### src/rtl/serial_ip_seq.sv
// serial_ip_seq
// Bit-serial inner-product lane. It computes one output neuron as the dot
// product of TI neuron values with TI parallel N-bit signed synapses.
// Neuron values arrive MSB-first, one bit-slice per accepted beat.
// The neuron precision p is chosen per operation. The lane has its own
// sequencing FSM and valid/ready handshakes on both the bit input and the
// result output.
//
// Ports
//   clk            rising-edge clock
//   reset          asynchronous, active-low reset
//   i_start        operation request, accepted only while o_busy=0
//   i_precision    neuron bits p (0 or >P_MAX selects P_MAX), sampled at start
//   i_mode         00/11 accumulate, 01 max vs i_nbout, 10 accumulate+ReLU
//   i_nbout        signed partial sum / max operand, sampled at start
//   i_syn_load     load i_synapses into the synapse register on this edge
//   i_synapses     TI packed signed synapses, lane i at [i*N+N-1:i*N]
//   i_bit_valid    bit-slice valid
//   i_neuron_bits  current bit of each lane's neuron, MSB first
//   o_bit_ready    high in RUN; a beat transfers on i_bit_valid & o_bit_ready
//   o_busy         high whenever the FSM is not IDLE
//   o_valid        result valid, held until i_ready
//   i_ready        downstream accept
//   o_result       signed N-bit result
//   o_sat          saturation occurred, qualified by o_valid
module serial_ip_seq #(
    parameter int N     = 16,
    parameter int TI    = 16,
    parameter int P_MAX = 16,
    parameter int PIPE  = 1,
    parameter int ACC_W = 40,
    parameter int SAT   = 1
) (
    input  logic            clk,
    input  logic            reset,
    input  logic            i_start,
    input  logic [4:0]      i_precision,
    input  logic [1:0]      i_mode,
    input  logic [N-1:0]    i_nbout,
    input  logic            i_syn_load,
    input  logic [TI*N-1:0] i_synapses,
    input  logic            i_bit_valid,
    input  logic [TI-1:0]   i_neuron_bits,
    output logic            o_bit_ready,
    output logic            o_busy,
    output logic            o_valid,
    input  logic            i_ready,
    output logic [N-1:0]    o_result,
    output logic            o_sat
);

    localparam int LG   = $clog2(TI);
    // One guard bit above N+clog2(TI): negating TI copies of the most
    // negative synapse on the sign beat would otherwise wrap.
    localparam int TW   = N + LG + 1;
    localparam int CW   = $clog2(P_MAX + 1);
    localparam int HALF = TI / 2;

    localparam logic [2:0] S_IDLE   = 3'd0;
    localparam logic [2:0] S_RUN    = 3'd1;
    localparam logic [2:0] S_DRAIN  = 3'd2;
    localparam logic [2:0] S_FINISH = 3'd3;
    localparam logic [2:0] S_DONE   = 3'd4;

    localparam logic [4:0]    P_MAX5 = 5'(P_MAX);
    localparam logic [CW-1:0] P_MAXC = CW'(P_MAX);

    localparam logic signed [ACC_W-1:0] RES_MAX = {{(ACC_W-N+1){1'b0}}, {(N-1){1'b1}}};
    localparam logic signed [ACC_W-1:0] RES_MIN = {{(ACC_W-N+1){1'b1}}, {(N-1){1'b0}}};

    logic [2:0]              state_q, state_d;
    logic [CW-1:0]           cnt_q, cnt_d;
    logic                    first_q, first_d;
    logic [1:0]              mode_q, mode_d;
    logic [N-1:0]            nbout_q, nbout_d;
    logic [TI*N-1:0]         syn_q, syn_d;
    logic signed [ACC_W-1:0] acc_q, acc_d;
    logic [N-1:0]            result_q, result_d;
    logic                    sat_q, sat_d;
    logic                    valid_q, valid_d;

    logic                    beat;
    logic [CW-1:0]           p_eff;
    logic signed [TW-1:0]    sum_lo, sum_hi;
    logic signed [TW-1:0]    tree_sum;
    logic signed [ACC_W-1:0] tree_se;
    logic                    tree_valid;
    logic                    pipe_busy_d;

    logic signed [ACC_W-1:0] sum_r;
    logic [N-1:0]            sat_acc, sat_sum;
    logic                    sat_acc_flag, sat_sum_flag;
    logic [N-1:0]            fin_result;
    logic                    fin_sat;

    // The returned value is {saturation flag, N-bit result}.
    function automatic logic [N:0] saturate(input logic signed [ACC_W-1:0] x);
        logic [N:0] r;
        r = {1'b0, x[N-1:0]};
        if (SAT != 0) begin
            if (x > RES_MAX) begin
                r = {1'b1, 1'b0, {(N-1){1'b1}}};
            end else if (x < RES_MIN) begin
                r = {1'b1, 1'b1, {(N-1){1'b0}}};
            end
        end
        return r;
    endfunction

    assign beat        = (state_q == S_RUN) && i_bit_valid;
    assign o_bit_ready = (state_q == S_RUN);
    assign o_busy      = (state_q != S_IDLE);
    assign o_valid     = valid_q;
    assign o_result    = result_q;
    assign o_sat       = sat_q;

    assign p_eff = ((i_precision == 5'd0) || (i_precision > P_MAX5)) ? P_MAXC : CW'(i_precision);

    // Lane products split into two half-trees so that an optional register
    // can sit at the tree midpoint. On the MSB beat every product is negated,
    // because that bit carries weight -2^(p-1).
    always_comb begin
        logic signed [TW-1:0] prod;
        sum_lo = '0;
        sum_hi = '0;
        prod   = '0;
        for (int i = 0; i < TI; i++) begin
            prod = i_neuron_bits[i] ? TW'($signed(syn_q[i*N +: N])) : '0;
            if (first_q) begin
                prod = -prod;
            end
            if (i < HALF) begin
                sum_lo = sum_lo + prod;
            end else begin
                sum_hi = sum_hi + prod;
            end
        end
    end

    generate
        if (PIPE == 1) begin : g_pipe
            logic signed [TW-1:0] mid_lo_q, mid_lo_d;
            logic signed [TW-1:0] mid_hi_q, mid_hi_d;
            logic                 mid_valid_q, mid_valid_d;

            always_comb begin
                mid_lo_d    = sum_lo;
                mid_hi_d    = sum_hi;
                mid_valid_d = beat;
            end

            always_ff @(posedge clk or negedge reset) begin
                if (!reset) begin
                    mid_lo_q    <= '0;
                    mid_hi_q    <= '0;
                    mid_valid_q <= 1'b0;
                end else begin
                    mid_lo_q    <= mid_lo_d;
                    mid_hi_q    <= mid_hi_d;
                    mid_valid_q <= mid_valid_d;
                end
            end

            assign tree_sum    = mid_lo_q + mid_hi_q;
            assign tree_valid  = mid_valid_q;
            // A beat is still in flight after this edge exactly when one
            // enters the midpoint register on it.
            assign pipe_busy_d = mid_valid_d;
        end else begin : g_comb
            assign tree_sum    = sum_lo + sum_hi;
            assign tree_valid  = beat;
            assign pipe_busy_d = 1'b0;
        end
    endgenerate

    assign tree_se = ACC_W'(tree_sum);

    // Final result: in max mode the comparison uses the saturated
    // accumulator; the other modes add nbout first. ReLU applies after
    // saturation.
    always_comb begin
        sum_r                      = acc_q + ACC_W'($signed(nbout_q));
        {sat_acc_flag, sat_acc}    = saturate(acc_q);
        {sat_sum_flag, sat_sum}    = saturate(sum_r);
        fin_result                 = sat_sum;
        fin_sat                    = sat_sum_flag;
        case (mode_q)
            2'b01: begin
                fin_sat    = sat_acc_flag;
                fin_result = ($signed(sat_acc) > $signed(nbout_q)) ? sat_acc : nbout_q;
            end
            2'b10: begin
                if (sat_sum[N-1]) begin
                    fin_result = '0;
                end
            end
            default: begin
            end
        endcase
    end

    // Sequencing FSM and accumulator next-state.
    always_comb begin
        state_d  = state_q;
        cnt_d    = cnt_q;
        first_d  = first_q;
        mode_d   = mode_q;
        nbout_d  = nbout_q;
        acc_d    = acc_q;
        result_d = result_q;
        sat_d    = sat_q;
        valid_d  = valid_q;
        syn_d    = i_syn_load ? i_synapses : syn_q;

        if (tree_valid) begin
            acc_d = (acc_q <<< 1) + tree_se;
        end

        case (state_q)
            S_IDLE: begin
                if (i_start) begin
                    state_d = S_RUN;
                    cnt_d   = p_eff;
                    first_d = 1'b1;
                    mode_d  = i_mode;
                    nbout_d = i_nbout;
                    acc_d   = '0;
                end
            end
            S_RUN: begin
                if (beat) begin
                    cnt_d   = cnt_q - CW'(1);
                    first_d = 1'b0;
                    if (cnt_q == CW'(1)) begin
                        state_d = pipe_busy_d ? S_DRAIN : S_FINISH;
                    end
                end
            end
            S_DRAIN: begin
                if (!pipe_busy_d) begin
                    state_d = S_FINISH;
                end
            end
            S_FINISH: begin
                result_d = fin_result;
                sat_d    = fin_sat;
                valid_d  = 1'b1;
                state_d  = S_DONE;
            end
            S_DONE: begin
                if (i_ready) begin
                    valid_d = 1'b0;
                    state_d = S_IDLE;
                end
            end
            default: begin
                state_d = S_IDLE;
            end
        endcase
    end

    always_ff @(posedge clk or negedge reset) begin
        if (!reset) begin
            state_q  <= S_IDLE;
            cnt_q    <= '0;
            first_q  <= 1'b0;
            mode_q   <= '0;
            nbout_q  <= '0;
            syn_q    <= '0;
            acc_q    <= '0;
            result_q <= '0;
            sat_q    <= 1'b0;
            valid_q  <= 1'b0;
        end else begin
            state_q  <= state_d;
            cnt_q    <= cnt_d;
            first_q  <= first_d;
            mode_q   <= mode_d;
            nbout_q  <= nbout_d;
            syn_q    <= syn_d;
            acc_q    <= acc_d;
            result_q <= result_d;
            sat_q    <= sat_d;
            valid_q  <= valid_d;
        end
    end

endmodule
### config.mk
export PLATFORM = sky130hd
export DESIGN_NAME = serial_ip_seq
export DESIGN_NICKNAME = d
export VERILOG_FILES = /design/src/rtl/serial_ip_seq.sv
export SDC_FILE = /design/constraint.sdc
export NUM_CORES = 2
export LEC_CHECK = 0
export BUFFER_PORTS_ARGS = -buffer_cell sky130_fd_sc_hd__buf_2
export CAP_MARGIN = 20
export CORE_MARGIN = 2
export CORE_UTILIZATION = 56
export DETAILED_ROUTE_END_ITERATION = 8
export PLACE_DENSITY = 0.79
export SYNTH_ARGS = -nofsm -noshare
export SYNTH_HDL_FRONTEND = slang
export SYNTH_SLANG_ARGS = --single-unit
### constraint.sdc
create_clock -name clk -period 7 [get_ports clk]
set_clock_uncertainty 0.2 [all_clocks]
set_input_delay 0.7 -clock clk [delete_from_list [all_inputs] [get_ports clk]]
set_output_delay 0.7 -clock clk [all_outputs]
set_load 0.02 [all_outputs]
==> flow_summary_export.csv <==
group,metric,value,unit
finish,fin_util,63.5,%
clocking,cts.htree.levels,2,
floorplan,start_util,56.7,%
clocking,cts.sinks,384,
synthesis,syn-cell-area,35800,µm²
finish,multi_input_comb_area,24200,µm²
floorplan,die_h,257,µm
grt,antenna_found_initial,3,
placed_design,dp_hpwl,77200,µm
floorplan,rows,92,
placed_design,portBuffers,320,
placed_design,placed_area,38300,µm²
sta,fin_setup_tns,0,ns
clocking,cts_buffers,46,
clocking,cts_tree,"yes",
placed_design,gp_congestion,0.967,
floorplan,core_region_area,63200,µm²
sta,relSlewSlack,36.1,%
sta,grt_setup_unrepaired,"false",
grt,grt_max_degree,144,
finish,fillCellCount,5256,
finish,drive_gt1_share,18.9,%
grt,grt_remaining_overflow,0,
finish,regArea,9610,µm²
critical_path,critPathMaxFanout,6,
detailed_routing,drt-total-wl,98300,µm
critical_path,critical_path_class,"reg2reg",
sta,drv_slew,0,
detailed_routing,drt_iter0_drc,2494,
detailed_routing,ant_nets,0,
floorplan,die_area,66000,µm²
clocking,cts.path.max_buffers,3,
synthesis,synth_top_cell_by_area,"dfrtp_1",
synthesis,ys_warn_count,0,
synthesis,ys_async_sr_fraction,100,%
detailed_routing,dr.pass1.iters,5,
sta,period_needed,6.75,ns
synthesis,synth_cells,3991,
sta,setup_viol,0,
detailed_routing,routed_via_density,5.92,
sta,fin_hold_ws,0.113,ns
critical_path,endpoint_kind,"register",
floorplan,num_io_pins,321,
finish,postLayoutCellArea,40100,µm²
detailed_routing,vias,30400,
clocking,ctsRootBufferMaster,"clkbuf_16",
finish,areaGrowthSynthToFinish,12.0,%
synthesis,yosysSeqAreaShare,26.8,%
synthesis,yosys_most_used_dff,"dfrtp_1",
critical_path,timing.reg2reg.setup_slack,0.25,ns
floorplan,die_w,257,µm
finish,nets,4962,
grt,grt_pass1_wl,158000,µm
synthesis,syn_nets,4705,
clocking,clkLatencyLatePin,0.61,ns
clocking,clk_pin_slew,0.06,ns
detailed_routing,wire_per_inst,19.1,µm
sta,fmax,148,MHz
sta,period_share,96.4,%
synthesis,synth_area_leaders,"dfrtp_1, fa_1, mux2_2",
outcome,status,"finished, final reports clean",
synthesis,ys_types,115,
critical_path,start_kind,"register",
grt,first_global_vias,30000,
grt,gr-usage-all-layers,29.8,%
worst_hold_path,min_path_type,"in2reg",
synthesis,yosysTopAreaCellShare,26.8,%
detailed_routing,drc,0,
run,drv_cap,0,
synthesis,synthMostInstantiatedCell,"nand2_1",
synthesis,synthTopCellsByCount,"nand2_1, dfrtp_1, inv_1, nor2_1, mux2_2",
synthesis,syn-mean-instance-area,8.97,µm²
sta,final_hold_viol_count,0,
critical_path,critPathRequiredTime,7.33,ns
synthesis,synth-edff-count,0,
clocking,cts_setup_buffers,0,
synthesis,ys_seq_elements,384,
critical_path,cp.arrival,7.08,ns
sta,worst_pin_slew,0.958,ns
==> cells by family (layout without fill, tap and decap cells) <==
kind of cell	Yosys count	after routing	share of synthesized area [%]
AND/OR/NAND/NOR	1235	1235	16.0
XOR/XNOR	255	255	6.24
other	0	4	0
adder cells (fa/ha/maj)	413	413	19.4
flip-flops	384	384	26.8
multiplexers	298	298	9.27
buffers and inverters	521	815	5.66
AO/OA/AOI/OAI	885	885	16.6
==> critical path: stages, from the launching register on <==
cell,delay [ns]
dfrtp_1,0.43
or4_1,0.59
or3_1,0.39
or3_1,0.40
nand2_1,0.10
xnor2_1,0.11
nand2_1,0.08
fa_1,0.55
inv_1,0.08
fa_1,0.48
fa_1,0.54
inv_1,0.05
fa_1,0.53
inv_1,0.05
ha_1,0.36
a21o_1,0.20
o21a_1,0.19
o31a_1,0.27
o41a_1,0.34
a41o_1,0.26
o41ai_1,0.31
xnor2_1,0.16
==> final timing paths <==
kind                       cells past startpoint                  end      startpoint
max                                           21  g_pipe.mid_hi_q[20]      syn_q[210]
min reg2reg                                    2         o_result[15]    o_result[15]
min                                            2            syn_q[29]  i_synapses[29]
max in group asynchronous                      3           syn_q[186]           reset
max reg2reg                                   21  g_pipe.mid_hi_q[20]      syn_q[210]
min in group asynchronous                      2           nbout_q[2]           reset
==> registers in the layout, summed over array words and instances (netlist names) <==
name / count
syn_q: 256
acc_q: 40
g_pipe.mid_hi_q: 21
g_pipe.mid_lo_q: 21
nbout_q: 16
o_result: 16
cnt_q: 5
state_q: 3
mode_q: 2
first_q: 1
g_pipe.mid_valid_q: 1
o_sat: 1
o_valid: 1
==> cell usage in the layout (no fill, tap or decap), types with 110 or more instances in the layout <==
cell type / count
inv_1: 357
a21oi_1: 216
buf_2: 318
fa_1: 237
o21ai_0: 185
mux2_2: 270
xnor2_1: 167
ha_1: 176
nor2_1: 313
dfrtp_1: 383
nand2_1: 446
nor3_1: 110
==> through the flow <==
stage          std cells  setup slack, ns
4_1_cts             5130            0.283
3_5_place_dp        5044           0.0962
5_1_grt             5133          0.00326
6_report            5135            0.252
2_1_floorplan       3991          0.00943
3_3_place_gp        5044            0.202
==> layout make-up <==
| type | instances | area share (%) |
|---|---|---|
| antenna | 4 | 0.0250 |
| clock buffer | 56 | 3.14 |
| clock inverter | 29 | 1.25 |
| inverter | 362 | 3.39 |
| multi-input combinational | 3086 | 60.4 |
| sequential | 384 | 24.0 |
| tap | 846 | 2.64 |
| timing repair buffer | 368 | 5.18 |
==> metal layers <==
metal	share of wire (%)	routed length (µm)	vias up	global-route usage, %
met5	0.0071	7	-	0
met4	3.3	3250	2	9.58
met3	7.7	7610	192	5.25
met2	46	45700	1113	48.6
met1	42	41800	14700	40.4
li1	-	-	14400	-
==> timing repair <==
action,4_1_cts,5_1_grt
resized for setup,0,7
endpoints found under the hold margin,91,0
setup endpoints to repair,0,4
hold buffers,1,0
Power is not shown: default switching activity piles up to over one toggle a cycle in this logic, so the estimate is an artifact.
